File: src/rtl/inta_ack_sequencer_if.sv
// Handshake and bus signals between the PIC control side (resolver, command
// decoder, CPU INTA line) and the acknowledge sequencer.
interface inta_ack_sequencer_if;
    logic [7:0] chosen_interrupt;
    logic       inta_n;
    logic [4:0] vector_base;
    logic       aeoi;
    logic       eoi;
    logic       eoi_specific;
    logic [2:0] eoi_level;
    logic       int_out;
    logic [7:0] isr;
    logic [7:0] irr_clear;
    logic [7:0] data_out;
    logic       data_oe;

    // Driver side: resolver, ICW/OCW registers and the CPU.
    modport master (
        output chosen_interrupt, inta_n, vector_base, aeoi, eoi, eoi_specific, eoi_level,
        input  int_out, isr, irr_clear, data_out, data_oe
    );

    // Sequencer side.
    modport slave (
        input  chosen_interrupt, inta_n, vector_base, aeoi, eoi, eoi_specific, eoi_level,
        output int_out, isr, irr_clear, data_out, data_oe
    );
endinterface

File: src/rtl/inta_ack_sequencer.sv
// Responder half of the PIC INTA handshake: raises int_out, walks the
// two-pulse acknowledge, owns the In-Service Register and drives the vector.
module inta_ack_sequencer (
    input logic                 clk,
    input logic                 reset,
    inta_ack_sequencer_if.slave bus
);

    typedef enum logic [2:0] {
        StIdle,
        StPend,
        StAck1,
        StGap,
        StAck2
    } state_e;

    state_e     state_q;
    logic       inta_d_q;
    logic       spurious_q;
    logic       int_out_q;
    logic       data_oe_q;
    logic [2:0] level_q;
    logic [7:0] isr_q;
    logic [7:0] irr_clear_q;
    logic [7:0] data_out_q;

    logic       fall;
    logic       rise;
    logic [2:0] req_idx;
    logic [2:0] isr_idx;
    logic       req_qual;
    logic [7:0] req_onehot;
    logic [7:0] isr_set;
    logic [7:0] isr_clr;
    logic [7:0] isr_d;

    // Index of the lowest set bit (IR0 is highest priority); 0 when empty.
    function automatic logic [2:0] lowest_idx(input logic [7:0] v);
        lowest_idx = 3'd0;
        for (int i = 7; i >= 0; i--) begin
            if (v[i]) lowest_idx = 3'(i);
        end
    endfunction

    // INTA edge detection and request qualification against the ISR.
    always_comb begin
        fall       = inta_d_q & ~bus.inta_n;
        rise       = ~inta_d_q & bus.inta_n;
        req_idx    = lowest_idx(bus.chosen_interrupt);
        isr_idx    = lowest_idx(isr_q);
        req_onehot = 8'd1 << req_idx;
        req_qual   = (bus.chosen_interrupt != 8'd0) && ((isr_q == 8'd0) || (req_idx < isr_idx));
    end

    // ISR set/clear merge; a set applied to the same bit overrides a clear.
    always_comb begin
        isr_set = 8'd0;
        isr_clr = 8'd0;
        if ((state_q == StPend) && fall && req_qual) begin
            isr_set = req_onehot;
        end
        if ((state_q == StAck2) && rise && bus.aeoi && !spurious_q) begin
            isr_clr = isr_clr | (8'd1 << level_q);
        end
        if (bus.eoi) begin
            if (bus.eoi_specific) begin
                isr_clr = isr_clr | (8'd1 << bus.eoi_level);
            end else begin
                // Isolate the lowest set bit; zero when the ISR is empty.
                isr_clr = isr_clr | (isr_q & (~isr_q + 8'd1));
            end
        end
        isr_d = (isr_q & ~isr_clr) | isr_set;
    end

    // Acknowledge FSM with all outputs registered.
    always_ff @(posedge clk) begin
        if (reset) begin
            state_q     <= StIdle;
            inta_d_q    <= 1'b1;
            spurious_q  <= 1'b0;
            int_out_q   <= 1'b0;
            data_oe_q   <= 1'b0;
            level_q     <= 3'd0;
            isr_q       <= 8'd0;
            irr_clear_q <= 8'd0;
            data_out_q  <= 8'd0;
        end else begin
            inta_d_q    <= bus.inta_n;
            isr_q       <= isr_d;
            irr_clear_q <= 8'd0;
            unique case (state_q)
                StIdle: begin
                    int_out_q <= 1'b0;
                    if (req_qual) begin
                        level_q <= req_idx;
                        state_q <= StPend;
                    end
                end
                StPend: begin
                    if (fall) begin
                        int_out_q <= 1'b0;
                        state_q   <= StAck1;
                        if (req_qual) begin
                            level_q     <= req_idx;
                            irr_clear_q <= req_onehot;
                            spurious_q  <= 1'b0;
                        end else begin
                            // Request withdrawn before the first pulse.
                            level_q    <= 3'd7;
                            spurious_q <= 1'b1;
                        end
                    end else begin
                        int_out_q <= 1'b1;
                        if (req_qual) level_q <= req_idx;
                    end
                end
                StAck1: begin
                    if (rise) state_q <= StGap;
                end
                StGap: begin
                    if (fall) begin
                        data_oe_q  <= 1'b1;
                        data_out_q <= {bus.vector_base, level_q};
                        state_q    <= StAck2;
                    end
                end
                StAck2: begin
                    if (rise) begin
                        data_oe_q  <= 1'b0;
                        data_out_q <= 8'd0;
                        state_q    <= StIdle;
                    end
                end
                default: state_q <= StIdle;
            endcase
        end
    end

    assign bus.int_out   = int_out_q;
    assign bus.isr       = isr_q;
    assign bus.irr_clear = irr_clear_q;
    assign bus.data_out  = data_out_q;
    assign bus.data_oe   = data_oe_q;

endmodule

File: src/flat_wrapper.sv
// flat-port wrapper written by rule: the top's interface ports become plain ports
module inta_ack_sequencer_flat 
  (clk, reset, bus_chosen_interrupt, bus_inta_n, bus_vector_base, bus_aeoi, bus_eoi, bus_eoi_specific, bus_eoi_level, bus_int_out, bus_isr, bus_irr_clear, bus_data_out, bus_data_oe);
  inta_ack_sequencer_if bus_i ();
  input logic clk;
  input logic reset;
  input wire logic [$bits(bus_i.chosen_interrupt)-1:0] bus_chosen_interrupt;
  input wire logic [$bits(bus_i.inta_n)-1:0] bus_inta_n;
  input wire logic [$bits(bus_i.vector_base)-1:0] bus_vector_base;
  input wire logic [$bits(bus_i.aeoi)-1:0] bus_aeoi;
  input wire logic [$bits(bus_i.eoi)-1:0] bus_eoi;
  input wire logic [$bits(bus_i.eoi_specific)-1:0] bus_eoi_specific;
  input wire logic [$bits(bus_i.eoi_level)-1:0] bus_eoi_level;
  output wire logic [$bits(bus_i.int_out)-1:0] bus_int_out;
  output wire logic [$bits(bus_i.isr)-1:0] bus_isr;
  output wire logic [$bits(bus_i.irr_clear)-1:0] bus_irr_clear;
  output wire logic [$bits(bus_i.data_out)-1:0] bus_data_out;
  output wire logic [$bits(bus_i.data_oe)-1:0] bus_data_oe;
  assign bus_i.chosen_interrupt = bus_chosen_interrupt;
  assign bus_i.inta_n = bus_inta_n;
  assign bus_i.vector_base = bus_vector_base;
  assign bus_i.aeoi = bus_aeoi;
  assign bus_i.eoi = bus_eoi;
  assign bus_i.eoi_specific = bus_eoi_specific;
  assign bus_i.eoi_level = bus_eoi_level;
  assign bus_int_out = bus_i.int_out;
  assign bus_isr = bus_i.isr;
  assign bus_irr_clear = bus_i.irr_clear;
  assign bus_data_out = bus_i.data_out;
  assign bus_data_oe = bus_i.data_oe;
  inta_ack_sequencer u_core (.clk(clk), .reset(reset), .bus(bus_i));
endmodule
File: config.mk
export PLATFORM = sky130hd
export DESIGN_NAME = inta_ack_sequencer_flat
export DESIGN_NICKNAME = d
export VERILOG_FILES = /design/src/rtl/inta_ack_sequencer_if.sv /design/src/rtl/inta_ack_sequencer.sv /design/src/flat_wrapper.sv
export SDC_FILE = /design/constraint.sdc
export NUM_CORES = 1
export LEC_CHECK = 0
export ABC_CLOCK_PERIOD_IN_PS = 6200
export BUFFER_PORTS_ARGS = -buffer_cell sky130_fd_sc_hd__buf_2
export CORE_ASPECT_RATIO = 0.75
export CORE_MARGIN = 2
export CORE_UTILIZATION = 50
export CTS_BUF_LIST = sky130_fd_sc_hd__clkbuf_8
export DETAILED_ROUTE_END_ITERATION = 10
export GPL_ROUTABILITY_DRIVEN = 0
export PLACE_DENSITY = 0.83
export SLEW_MARGIN = 20
export SYNTH_ARGS = -nofsm -noshare
export SYNTH_HDL_FRONTEND = slang
export SYNTH_SLANG_ARGS = --single-unit
File: constraint.sdc
create_clock -name clk -period 6.2 [get_ports clk]
set_input_delay 1.24 -clock clk [delete_from_list [all_inputs] [get_ports clk]]
set_output_delay 1.24 -clock clk [all_outputs]
set_load 0.02 [all_outputs]
==> results.py <==
metrics = {
    "outcome": {
        "status": "complete, no violations",
    },
    "route": {
        "final_antenna_net_count": 0,
        "via_count": 1652,
        "routed_wl_um": 3990,
        "dr.first_iter.drc_count": 121,
        "viasPerCell": 5.70,
        "wl_per_cell_um": 13.8,
        "drt_first_pass_iters": 4,
        "drc": 0,
    },
    "yosys": {
        "syn_inst": 202,
        "yosysSeqAreaShare_pct": 39.0,
        "synth_flop_cell": "dfxtp_1",
        "synthArstFlopShare_pct": 0,
        "synth_cell_types": 51,
        "yosys_warnings": 0,
        "syn-cell-area_um2": 1750,
        "synth_edf_count": 0,
        "ys_ff_latch": 34,
        "avgSynthCellArea_um2": 8.65,
        "syn_nets": 226,
    },
    "floorplan": {
        "die_h_um": 55.2,
        "ios": 48,
        "coreArea_um2": 3310,
        "dieArea_um2": 3990,
        "die_w_um": 72.3,
        "rows": 18,
        "floorplan.initialDensity_pct": 52.8,
    },
    "cts": {
        "cts_hold_repair.buffers": 0,
        "cts_resized": 0,
        "clk_latency_ps": 290,
        "cts_tree": "built",
        "cts_buffers": 5,
        "cts_max_level": 2,
        "cts_setup_buffers": 0,
        "cts.sinks": 34,
        "clk_pin_slew_ps": 70,
        "clockBufferDepth": 2,
        "clockRootBuffer": "clkbuf_8",
    },
    "worst_setup_path": {
        "startpoint_type": "primary input",
        "rr_startpoint": "u_core.bus.isr[2]",
        "crit_required_ps": 6410,
        "critPathCaptureType": "register",
        "timing.rr.end": "u_core.bus.isr[6]",
        "crit_arrival_ps": 3600,
        "reg2reg_depth": 8,
        "timing.reg2reg.setup_slack_ps": 3800,
        "crit_path_max_fanout": 7,
        "path_class": "primary input to register",
    },
    "final_layout": {
        "area.growth.synth_to_final_pct": 20.7,
        "n_antenna_cell": 0,
        "layout.cells.non_filler": 290,
        "drive_above_1_share_pct": 30.0,
        "nets": 273,
        "layout_commonest_cell": "buf_2",
        "layout_common_cells": "47 x buf_2, 34 x dfxtp_1, 25 x nor2_1, 17 x nand2_1, 11 x o21ai_0",
    },
    "pwr": {
        "total_leakage_power_nw": 0.956,
        "power_w": 0.000507,
        "ir_drop_mv": 0.148,
        "power_density_nw_per_um2": 240,
    },
    "sta": {
        "slew_viol_final": 0,
        "hold_violations": 0,
        "tightest_slew_ps": 657,
        "clock_skew_ps": 6.36,
        "slew_headroom_pct": 55.6,
        "fin_crit_ps": 3400,
        "setup_tns_ps": 0,
        "setup_viol": 0,
        "rsz0062_at_grt": "no",
        "max_freq_ghz": 0.294,
        "finalCritPeriodShare_pct": 54.8,
    },
    "global_routing": {
        "grt_pass1_wl_um": 6620,
        "grt_max_degree": 18,
        "overflow": 0,
        "grt_pass1_vias": 1405,
        "grt.total_usage_pct": 22.2,
        "antenna_found_initial": 0,
    },
    "placed_design": {
        "place_inst": 282,
        "portBuffers": 47,
        "dp.final_hpwl_um": 3000,
    },
    "worst_hold_path": {
        "worstHoldEndpoint": "u_core.bus.int_out",
        "hold_start": "u_core.bus.int_out",
        "hold_depth": 2,
        "hold_class": "register to register",
    },
    "run": {
        "maxCapViolCount": 0,
    },
}
==> stage by stage <==
stage | hold slack [ps] | utilization (%) | instance area, um^2 | setup slack [ps]
6_report | 482 | 63.7 | 2110 | 2800
4_1_cts | 478 | 63.7 | 2110 | 2800
2_1_floorplan | 483 | - | 1750 | 2880
3_3_place_gp | 457 | 60.5 | 2000 | 2570
5_1_grt | 525 | 63.7 | 2110 | 2590
3_5_place_dp | 469 | 60.5 | 2000 | 2500
==> registers in the layout, summed over array words and instances, names as in the netlist <==
signal	cells
u_core.level_q	3
u_core.bus.int_out	1
u_core.spurious_q	1
u_core.inta_d_q	1
u_core.state_q	3
u_core.bus.data_out	8
u_core.bus.isr	8
u_core.bus.data_oe	1
u_core.bus.irr_clear	8
==> power by group <==
group | internal (W) | switching [W] | total, W
clock | 0.000117 | 0.0000787 | 0.000196
combinational | 0.0000310 | 0.0000438 | 0.0000749
sequential | 0.000226 | 0.0000101 | 0.000236
total | 0.000374 | 0.000133 | 0.000507
==> synth_stat cells (2+ instances only) <==
cell type	instances	area share [%]
nor4_1	5	1.8
o21a_1	2	0.86
nor3_1	10	2.9
nand3b_1	3	1.3
nor2_1	25	5.4
clkbuf_1	7	1.5
o31ai_2	3	2.1
or2_2	2	0.72
nand3_1	7	2.0
nor2b_1	5	1.8
o31ai_1	3	1.3
dfxtp_1	34	39
ha_1	2	1.4
inv_1	7	1.5
o21ai_0	11	3.2
nand2b_1	4	1.4
a22oi_1	10	4.3
a2111o_1	2	1.3
nand2_1	17	3.7
nor4_4	2	2.4
nand4_1	5	1.8
a21oi_1	5	1.4
a31o_2	3	1.5
==> cell families (layout without fill, tap and decap cells) <==
group	after synthesis	after routing	share of synthesized area (%)
and+or+nand+nor	98	98	31.8
AOI/OAI and AO/OA	51	51	23.1
xor gates and xnor gates	1	1	0.502
adders and majority gates	2	2	1.43
buffers and inverters	15	63	3.65
DFF	34	34	39.0
muxes	1	1	0.573
==> final cells by class <==
| type | instances | area [um^2] |
|---|---|---|
| fillers | 312 | 1200 |
| multi-input cells | 153 | 1000 |
| flip-flops and latches | 34 | 681 |
| repair buffers | 48 | 243 |
| clock buffers | 5 | 68.8 |
| well taps | 40 | 50.0 |
| clock inverters | 3 | 37.5 |
| inverters | 7 | 26.3 |
==> critical path: stages <==
cell      delay [ps]
buf_2            120
nor2_1           100
nor3_1            60
o31ai_2          420
inv_1            250
ha_1             260
a21o_1           180
a22o_4           250
o21bai_4         180
or2_1            310
o31ai_2          230
==> metal layers <==
layer  global-route usage (%)  share of wire (%)  vias to the layer above
li1                         -                  -                      844
met1                     33.4                 54                      740
met2                     29.2                 39                       63
met3                     6.16                6.7                        5
met4                     8.81                1.0                        0
met5                        0                  0                        -
==> worst max path at each step <==
stage,from,endpoint,slack (ps),cells after the start
3_5_place_dp,bus_chosen_interrupt[7],u_core.bus.isr[6],2500,11
3_3_place_gp,bus_chosen_interrupt[7],u_core.bus.isr[6],2570,11
4_1_cts,bus_chosen_interrupt[7],u_core.bus.isr[6],2800,11
5_1_grt,bus_chosen_interrupt[7],u_core.bus.isr[6],2590,11
6_report,bus_chosen_interrupt[7],u_core.bus.isr[6],2800,11
2_1_floorplan,bus_chosen_interrupt[7],u_core.bus.isr[6],2880,11
No activity file was read; power rests on OpenSTA's default activity.
